===== src/rtl/fifo_wr_arbiter.sv =====
// Round-robin arbiter sharing the capture FIFO write port among NREQ producers.
// Bursts are capped at MAX_BURST beats; a shadow occupancy count back-pressures before overflow.
module fifo_wr_arbiter #(
    parameter int NREQ      = 4,
    parameter int DW        = 32,
    parameter int DEPTH     = 256,
    parameter int MAX_BURST = 4,
    localparam int CW       = $clog2(DEPTH + 1)
) (
    input  logic               clk,
    input  logic               reset,
    input  logic [NREQ-1:0]    req_valid,
    input  logic [NREQ*DW-1:0] req_data,
    output logic [NREQ-1:0]    req_ready,
    output logic               fifo_wvalid,
    output logic [DW-1:0]      fifo_wdata,
    input  logic               fifo_rd,
    input  logic               fifo_empty,
    output logic [CW-1:0]      count,
    output logic               full,
    output logic [2:0]         grant_id
);

    typedef enum logic {IDLE, BURST} state_t;

    state_t              state;
    logic [2:0]          rr_ptr;
    logic [3:0]          beat_cnt;
    logic [2*NREQ-1:0]   valid_dbl;
    logic [NREQ-1:0]     valid_rot;
    logic                found;
    logic [2:0]          offset;
    logic [3:0]          offset_sum;
    logic [2:0]          winner;
    logic [2:0]          sel_id;
    logic                grant_ok;
    logic                owner_valid;
    logic [DW-1:0]       sel_data;
    logic                accept;
    logic                rd_q;

    function automatic logic [2:0] next_ptr(input logic [2:0] p);
        return (p == 3'(NREQ - 1)) ? 3'd0 : p + 3'd1;
    endfunction

    // Rotating the valid vector by rr_ptr turns round-robin into a plain lowest-index search.
    assign valid_dbl = {req_valid, req_valid};
    assign valid_rot = NREQ'(valid_dbl >> rr_ptr);

    always_comb begin
        found      = 1'b0;
        offset     = '0;
        for (int k = NREQ - 1; k >= 0; k--) begin
            if (valid_rot[k]) begin
                found  = 1'b1;
                offset = 3'(k);
            end
        end
        offset_sum = {1'b0, rr_ptr} + {1'b0, offset};
        if (offset_sum >= 4'(NREQ)) begin
            offset_sum = offset_sum - 4'(NREQ);
        end
        winner = offset_sum[2:0];
    end

    always_comb begin
        sel_id      = grant_id;
        grant_ok    = 1'b1;
        if (state == IDLE) begin
            sel_id   = winner;
            grant_ok = found;
        end
        grant_ok    = grant_ok & ~full & reset;
        req_ready   = '0;
        sel_data    = '0;
        owner_valid = 1'b0;
        for (int i = 0; i < NREQ; i++) begin
            if (3'(i) == sel_id) begin
                req_ready[i] = grant_ok;
                sel_data     = req_data[i*DW +: DW];
            end
            if (3'(i) == grant_id) begin
                owner_valid = req_valid[i];
            end
        end
    end

    assign accept = |(req_valid & req_ready);
    assign rd_q   = fifo_rd & ~fifo_empty;
    assign full   = (count == CW'(DEPTH));

    always_ff @(posedge clk or negedge reset) begin
        if (!reset) begin
            state    <= IDLE;
            rr_ptr   <= '0;
            beat_cnt <= '0;
            grant_id <= '0;
        end else begin
            case (state)
                IDLE: begin
                    if (accept) begin
                        grant_id <= winner;
                        beat_cnt <= 4'd1;
                        if (MAX_BURST > 1) begin
                            state <= BURST;
                        end else begin
                            rr_ptr <= next_ptr(winner);
                        end
                    end
                end
                BURST: begin
                    // Owner dropping valid ends the burst; a full stall simply holds.
                    if (!owner_valid) begin
                        state  <= IDLE;
                        rr_ptr <= next_ptr(grant_id);
                    end else if (accept) begin
                        beat_cnt <= beat_cnt + 4'd1;
                        if (beat_cnt + 4'd1 == 4'(MAX_BURST)) begin
                            state  <= IDLE;
                            rr_ptr <= next_ptr(grant_id);
                        end
                    end
                end
                default: state <= IDLE;
            endcase
        end
    end

    always_ff @(posedge clk or negedge reset) begin
        if (!reset) begin
            fifo_wvalid <= 1'b0;
            fifo_wdata  <= '0;
        end else begin
            fifo_wvalid <= accept;
            if (accept) begin
                fifo_wdata <= sel_data;
            end
        end
    end

    // The slot is reserved at accept time, so the in-flight write is already counted.
    always_ff @(posedge clk or negedge reset) begin
        if (!reset) begin
            count <= '0;
        end else if (accept && !rd_q && !full) begin
            count <= count + CW'(1);
        end else if (rd_q && !accept && count != '0) begin
            count <= count - CW'(1);
        end
    end

endmodule


===== config.mk =====
export PLATFORM = sky130hd
export DESIGN_NAME = fifo_wr_arbiter
export DESIGN_NICKNAME = d
export VERILOG_FILES = /design/src/rtl/fifo_wr_arbiter.sv
export SDC_FILE = /design/constraint.sdc
export NUM_CORES = 1
export LEC_CHECK = 0
export CAP_MARGIN = 20
export CORE_UTILIZATION = 60
export DETAILED_ROUTE_END_ITERATION = 16
export DONT_BUFFER_PORTS = 1
export PLACE_DENSITY_LB_ADDON = 0.3
export SYNTH_ARGS = -nofsm -noshare
export SYNTH_HDL_FRONTEND = slang
export SYNTH_SLANG_ARGS = --single-unit

===== constraint.sdc =====
create_clock -name clk -period 5.9 [get_ports clk]
set_input_delay 1.475 -clock clk [delete_from_list [all_inputs] [get_ports clk]]
set_output_delay 1.475 -clock clk [all_outputs]
set_load 0.01 [all_outputs]

**After elaboration in Yosys (flattened, before gate mapping)**

Cells that the tools add are included.
W data, S select, Z words.

- Add/subtract/negate cells: 6
- Magnitude comparators: 1
- Equal/unequal tests: 14
- Shift-type cells: 1
- Muxes and demuxes: 39
- Bitwise gates (word level): 7
- Reductions and logical operators: 15

Operators by type and width:

| cell | count |
|---|---|
| $mux W32 | 4 |
| $mux W3 | 9 |
| $mux W9 | 2 |
| $mux W1 | 17 |
| $eq A2 B3 Y1 const A | 4 |
| $mux W4 | 3 |
| $add A9 B1 Y9 const B | 1 |
| $eq A9 B9 Y1 const B | 1 |
| $reduce_bool A9 Y1 | 1 |
| $sub A9 B1 Y9 const B | 1 |
| $pmux W4 S2 | 1 |
| $shr A8 B3 Y4 | 1 |
| $eq A1 B3 Y1 const A | 2 |
| $logic_not A3 Y1 | 2 |
| $ne A3 B2 Y1 const B | 2 |
| $reduce_and A3 Y1 | 2 |
| $add A3 B3 Y4 | 1 |
| $add A4 B1 Y4 const B | 1 |
| $and A4 B4 Y4 | 1 |
| $eq A4 B3 Y1 const B | 1 |
| $ge A4 B3 Y1 const B | 1 |
| $logic_and A1 B1 Y1 | 4 |
| $mux W2 | 2 |
| $ne A2 B1 Y1 const B | 2 |
| other kinds (11) | 17 |

- Register bits after elaboration: 53
- Input port bits: 136
- Output and inout bits: 50
- Word-level logic and storage cells: 90

**Depth between registers and ports, before layout**

- Word-level depth: 18
- Depth in mapped cells: 19
- Mapped depth without buffers: 19

**Least setup slack after synthesis**

Ideal clock, no wire load.

- Kind: input -> register
- Start point: in req_valid[0]
- End point: reg count[7]
- Setup time: 0.125 ns
- Arrival time: 5.726 ns
- Data required time: 5.775 ns
- Path slack: 0.049 ns
- Cell stages on the path: 19
- Cell sequence: and3b_1 mux2_2 a221oi_1 a211oi_1 a21o_1 ha_1 fa_1 or3b_1 o31ai_4 a2bb2oi_2 a211oi_1 inv_1 ha_1 a21o_1 a211oi_1 nor2_1 o41ai_1 xnor2_1 mux2_4

- Longest elaborated chain between the ends: 17
- Elaborated cells between the ends (all ways): 34
- Classes of those cells: add/sub (2); order compare (1); eq/ne (3); shift (1); mux (16); bitwise (3); reduce/logical (8)

RTL lines:

| item | line | source |
|---|---|---|
| from (decl) | 12 | `input logic [NREQ-1:0] req_valid,` |
| $shr A8 B3 Y4 (*) | 48 | `assign valid_rot = NREQ'(valid_dbl >> rr_ptr);` |
| $mux W2 (2 in series) | 54 | `if (valid_rot[k]) begin` |
| $mux W3 | 54 |  |
| $mux W3 (*) | 54 |  |
| $add A3 B3 Y4 (*) | 59 | `offset_sum = {1'b0, rr_ptr} + {1'b0, offset};` |
| $ge A4 B3 Y1 or $sub A3 B3 Y3 (tied branches) | 60, 61 |  |
| $mux W3 (*) | 60 | `if (offset_sum >= 4'(NREQ)) begin` |
| net offset_sum[1] | 33 | `logic [3:0] offset_sum;` |
| $mux W3 (*) | 69 | `if (state == IDLE) begin` |
| $eq A1 B3 Y1 (tied with other cells) | 78 | `if (3'(i) == sel_id) begin` |
| $mux W1 | 78 |  |
| $and A4 B4 Y4 (*) | 88 | `assign accept = \|(req_valid & req_ready);` |
| $reduce_or A4 Y1 (*) | 88 |  |
| $logic_not A1 Y1 | 147 | `end else if (rd_q && !accept && count != '0) begin` |
| $logic_and A1 B1 Y1 (2 in series) | 147 |  |
| $reduce_bool A2 Y1 (no line) | - |  |
| to (signal assigned) | 146 | `count <= count + CW'(1);` |
| to (signal assigned) | 148 | `count <= count - CW'(1);` |
| to (decl) | 19 | `output logic [CW-1:0] count,` |

The timed path passes the listed nets; every way through them passes the cells marked *.
A chain may end at the register's enable or synchronous reset.

**Worst setup path after layout**

- Start point: in req_valid[0]
- End point: reg count[8]

Same word-level chain as after synthesis.

==> qor.csv <==
stage;metric;value;unit
global_routing;grt_pass1_wl;14000;um
die;die_w;81.9;um
critical_path;cp-end-kind;flop;
power_and_ir_drop;vdd_drop_max;0.526;mV
clock_network;cts_tree;built;
clock_network;hold_buffers;0;
logic_synthesis;async_reset_ff_share;100;%
critical_path;r2r_slack;0.87;ns
timing;setup_slack;0.264;ns
global_routing;grt_pass1_vias;2826;
clock_network;cts_sinks;53;
critical_path;worst_ep_required_time;6.10;ns
die;initial_core_util;63.5;%
layout;fin_util;66.0;%
layout;nNetsFinal;574;
die;rows;28;
timing;finalSetupViolCount;0;
power_and_ir_drop;p_int;1700;uW
placed_design;io_buffers;0;
layout;n_fill_cell;536;
critical_path;critPathArrivalTime;5.83;ns
min_path;hold_path_end;fifo_wdata[13];
logic_synthesis;ys_top_cells_by_area;dfrtp_1, mux2i_1, o21ai_0, nand2_1, a22oi_1;
routing;dr.pass1.iters;4;
routing;viasPerCell;6.46;
logic_synthesis;synth_top_area_cell;dfrtp_1;
timing;grt_setup_unrepaired;false;
global_routing;grt_overflow_total;0;
logic_synthesis;synth_compound_area_share;23.5;%
logic_synthesis;ys_ff_latch;53;
placed_design;hpwl;7250;um
clock_network;cts_resized;0;
power_and_ir_drop;pwr-share-seq;24.3;%
clock_network;clockRootBuffer;clkbuf_8;
logic_synthesis;synth-edff-count;0;
critical_path;crit_chain;and3b_1 -> mux2_2 -> a221oi_1 -> a211oi_1 -> a21o_1 -> ha_1 -> fa_1 -> or3b_1 -> o31ai_4 -> a2bb2oi_2 -> a211oi_1 -> inv_1 -> ha_1 -> a21oi_1 -> a21oi_1 -> o31ai_1 -> nor2b_1 -> mux2i_1 -> o211ai_1;
clock_network;htree_levels;2;
power_and_ir_drop;power.leakage;0.00177;uW
critical_path;criticalPathCategory;input pin to flop;
logic_synthesis;synth-xor-area-share;2.06;%
timing;tightest_slew;0.706;ns
global_routing;use_met1;34.9;%
critical_path;slowest_delay;0.49;ns
placed_design;gp_congestion;0.907;
logic_synthesis;synth_top_family_by_area;compound AO/OA/AOI/OAI gates;
routing;antenna_left;0;
routing;wl_per_cell;19.2;um
logic_synthesis;syn-instance-count;431;
placed_design;place_ws;-0.0621;ns
logic_synthesis;synth_ff_type;dfrtp_1;
critical_path;reg2reg_depth;19;
logic_synthesis;synthMuxAreaShare;14.4;%
logic_synthesis;synth_nets;585;
logic_synthesis;seq_area_frac_synth;34.7;%
min_path;hold_path_class;flop to flop;
timing;fin_setup_tns;0;ns
power_and_ir_drop;power_density;850;mW/mm^2
timing;timing.final.crit_period;5.64;ns
logic_synthesis;synth_fa_ha_area_share;6.28;%
global_routing;grt_antenna_before_repair;0;
flow_run;cap_viol_max_count;0;
clock_network;post-cts-setup-buffers;0;
layout;layout-drive-gt1-share;8.79;%
timing;slew_viol_final;0;
timing;clock_skew;0.00868;ns
die;die_area;0.00670;mm^2
global_routing;met3_usage;7.00;%
die;design.core.area;0.00603;mm^2
power_and_ir_drop;p_switching;1680;uW
power_and_ir_drop;swShare;49.7;%
logic_synthesis;yosys_warnings;0;
power_and_ir_drop;clock_power_share;7.3;%
routing;vias;3206;
power_and_ir_drop;comb_power_share;68.3;%
timing;maxSlewHeadroom;52.5;%
clock_network;insertion_delay;0.31;ns
global_routing;use_met2;47.5;%
outcome;status;finished, final reports clean;
clock_network;cts_buffers;5;
layout;antenna_cells;0;
min_path;min-delay-start;fifo_wdata[13];
die;dieHeight;81.9;um
routing;drt-initial-drc-count;154;
logic_synthesis;avgSynthCellArea;8.88;um^2
timing;final-hold-violation-count;0;
timing;timing.fmax;177;MHz
logic_synthesis;yosys.area_share.simple;14.2;%
critical_path;worstPathMaxFanout;8;
logic_synthesis;synthDistinctLibCells;52;
min_path;hold-path-cell-count;2;
global_routing;grt_usage;27.9;%
critical_path;r2r_start;rr_ptr[0];
layout;synthToLayoutAreaGrowth;3.86;%
timing;whs;0.562;ns
routing;wirelength;9520;um
critical_path;r2r-end;count[8];
die;io_pins;186;
critical_path;critPathLaunchType;input pin;
logic_synthesis;synth_top_area_share;34.7;%
global_routing;grt_max_degree;55;
critical_path;cp_slowest_cell;fa_1;
timing;period_share;95.5;%
routing;drc;0;
clock_network;cts_buffer_depth;2;
global_routing;busiest_layer;met2;
clock_network;path_clk_slew;0.10;ns
logic_synthesis;netlist_area;0.00383;mm^2
[worst max-delay path: cells and delay by family]
kind	cells	cell delay [ns]
adders and majority gates	3	1.07
muxes	2	0.44
buffers and inverters	1	0.22
AOI/OAI and AO/OA	10	1.89
and+or+nand+nor	3	0.72
[synthesized netlist by cell type (5+ instances only)]
cell / instances
inv_1: 12
nor2_1: 10
o21ai_1: 6
a21o_1: 5
dfrtp_1: 53
mux2_4: 6
a22oi_1: 32
a21oi_1: 8
xnor2_1: 6
mux2_2: 5
nor2b_1: 6
mux2i_1: 38
buf_2: 8
ha_1: 16
o21ai_0: 63
clkbuf_1: 15
nand2_1: 75
[how the worst max path moves through the flow]
| stage | from | cells after the start | slack (ns) | end |
|---|---|---|---|---|
| 2_1_floorplan | req_valid[0] | 19 | 0.05 | count[7] |
| 3_3_place_gp | req_valid[0] | 19 | 0.15 | count[7] |
| 3_5_place_dp | req_valid[0] | 19 | -0.06 | count[7] |
| 4_1_cts | req_valid[0] | 19 | 0.25 | count[7] |
| 5_1_grt | req_valid[0] | 19 | 0.01 | count[8] |
| 6_report | req_valid[0] | 19 | 0.26 | count[8] |
[layout by cell type (no fill, tap or decap), types with 5 or more instances in the layout]
| cell | count |
|---|---|
| mux2i_1 | 38 |
| o21ai_0 | 63 |
| nand2_1 | 75 |
| nor2b_1 | 6 |
| a21oi_1 | 8 |
| buf_4 | 10 |
| dfrtp_1 | 53 |
| nor2_1 | 10 |
| inv_1 | 12 |
| clkbuf_8 | 5 |
| a22oi_1 | 32 |
| xnor2_1 | 6 |
| a21o_1 | 5 |
| mux2_2 | 5 |
| mux2_4 | 6 |
| ha_1 | 16 |
| o21ai_1 | 6 |
[flip-flops by register name (all words and copies together), names as in the netlist]
register	flops
beat_cnt	4
grant_id	3
state	1
count	9
rr_ptr	3
fifo_wvalid	1
fifo_wdata	32
[logic make-up after synthesis]
kind of cell | after synthesis
AND/OR/NAND/NOR | 120
adder cells (fa/ha/maj) | 18
XOR/XNOR | 9
AO/OA/AOI/OAI | 139
multiplexers | 51
flip-flops | 53
buffers and inverters | 41
[power by group through the flow]
stage,clock [uW],sequential (uW),combinational (uW)
after detailed placement,0,828,2300
final,248,822,2310
after global placement,0,825,2210
after floorplan,0,748,1930
after global routing,272,852,2580
after CTS,255,823,2310
[through the flow]
| stage | instance area [um^2] | cells | total power [uW] |
|---|---|---|---|
| after floorplan | 3830 | 431 | 2680 |
| after global placement | 3860 | 488 | 3030 |
| after detailed placement | 3860 | 488 | 3130 |
| after CTS | 3970 | 496 | 3380 |
| after global routing | 3980 | 496 | 3700 |
| final | 3980 | 496 | 3380 |
[final cells by class]
| cell class | instances | area (um^2) | area share, % |
|---|---|---|---|
| multi-input cells | 337 | 2320 | 58.4 |
| flip-flops and latches | 53 | 1330 | 33.4 |
| well taps | 75 | 93.8 | 2.36 |
| repair buffers | 10 | 75.1 | 1.89 |
| clock buffers | 6 | 72.6 | 1.83 |
| inverters | 13 | 48.8 | 1.23 |
| clock inverters | 2 | 38.8 | 0.976 |
[metal layers]
| layer | up-vias | wire length, um |
|---|---|---|
| li1 | 1532 | - |
| met1 | 1511 | 3760 |
| met2 | 153 | 4860 |
| met3 | 10 | 785 |
| met4 | 0 | 116 |
| met5 | - | 0 |
(Power assumes the default switching activity.)
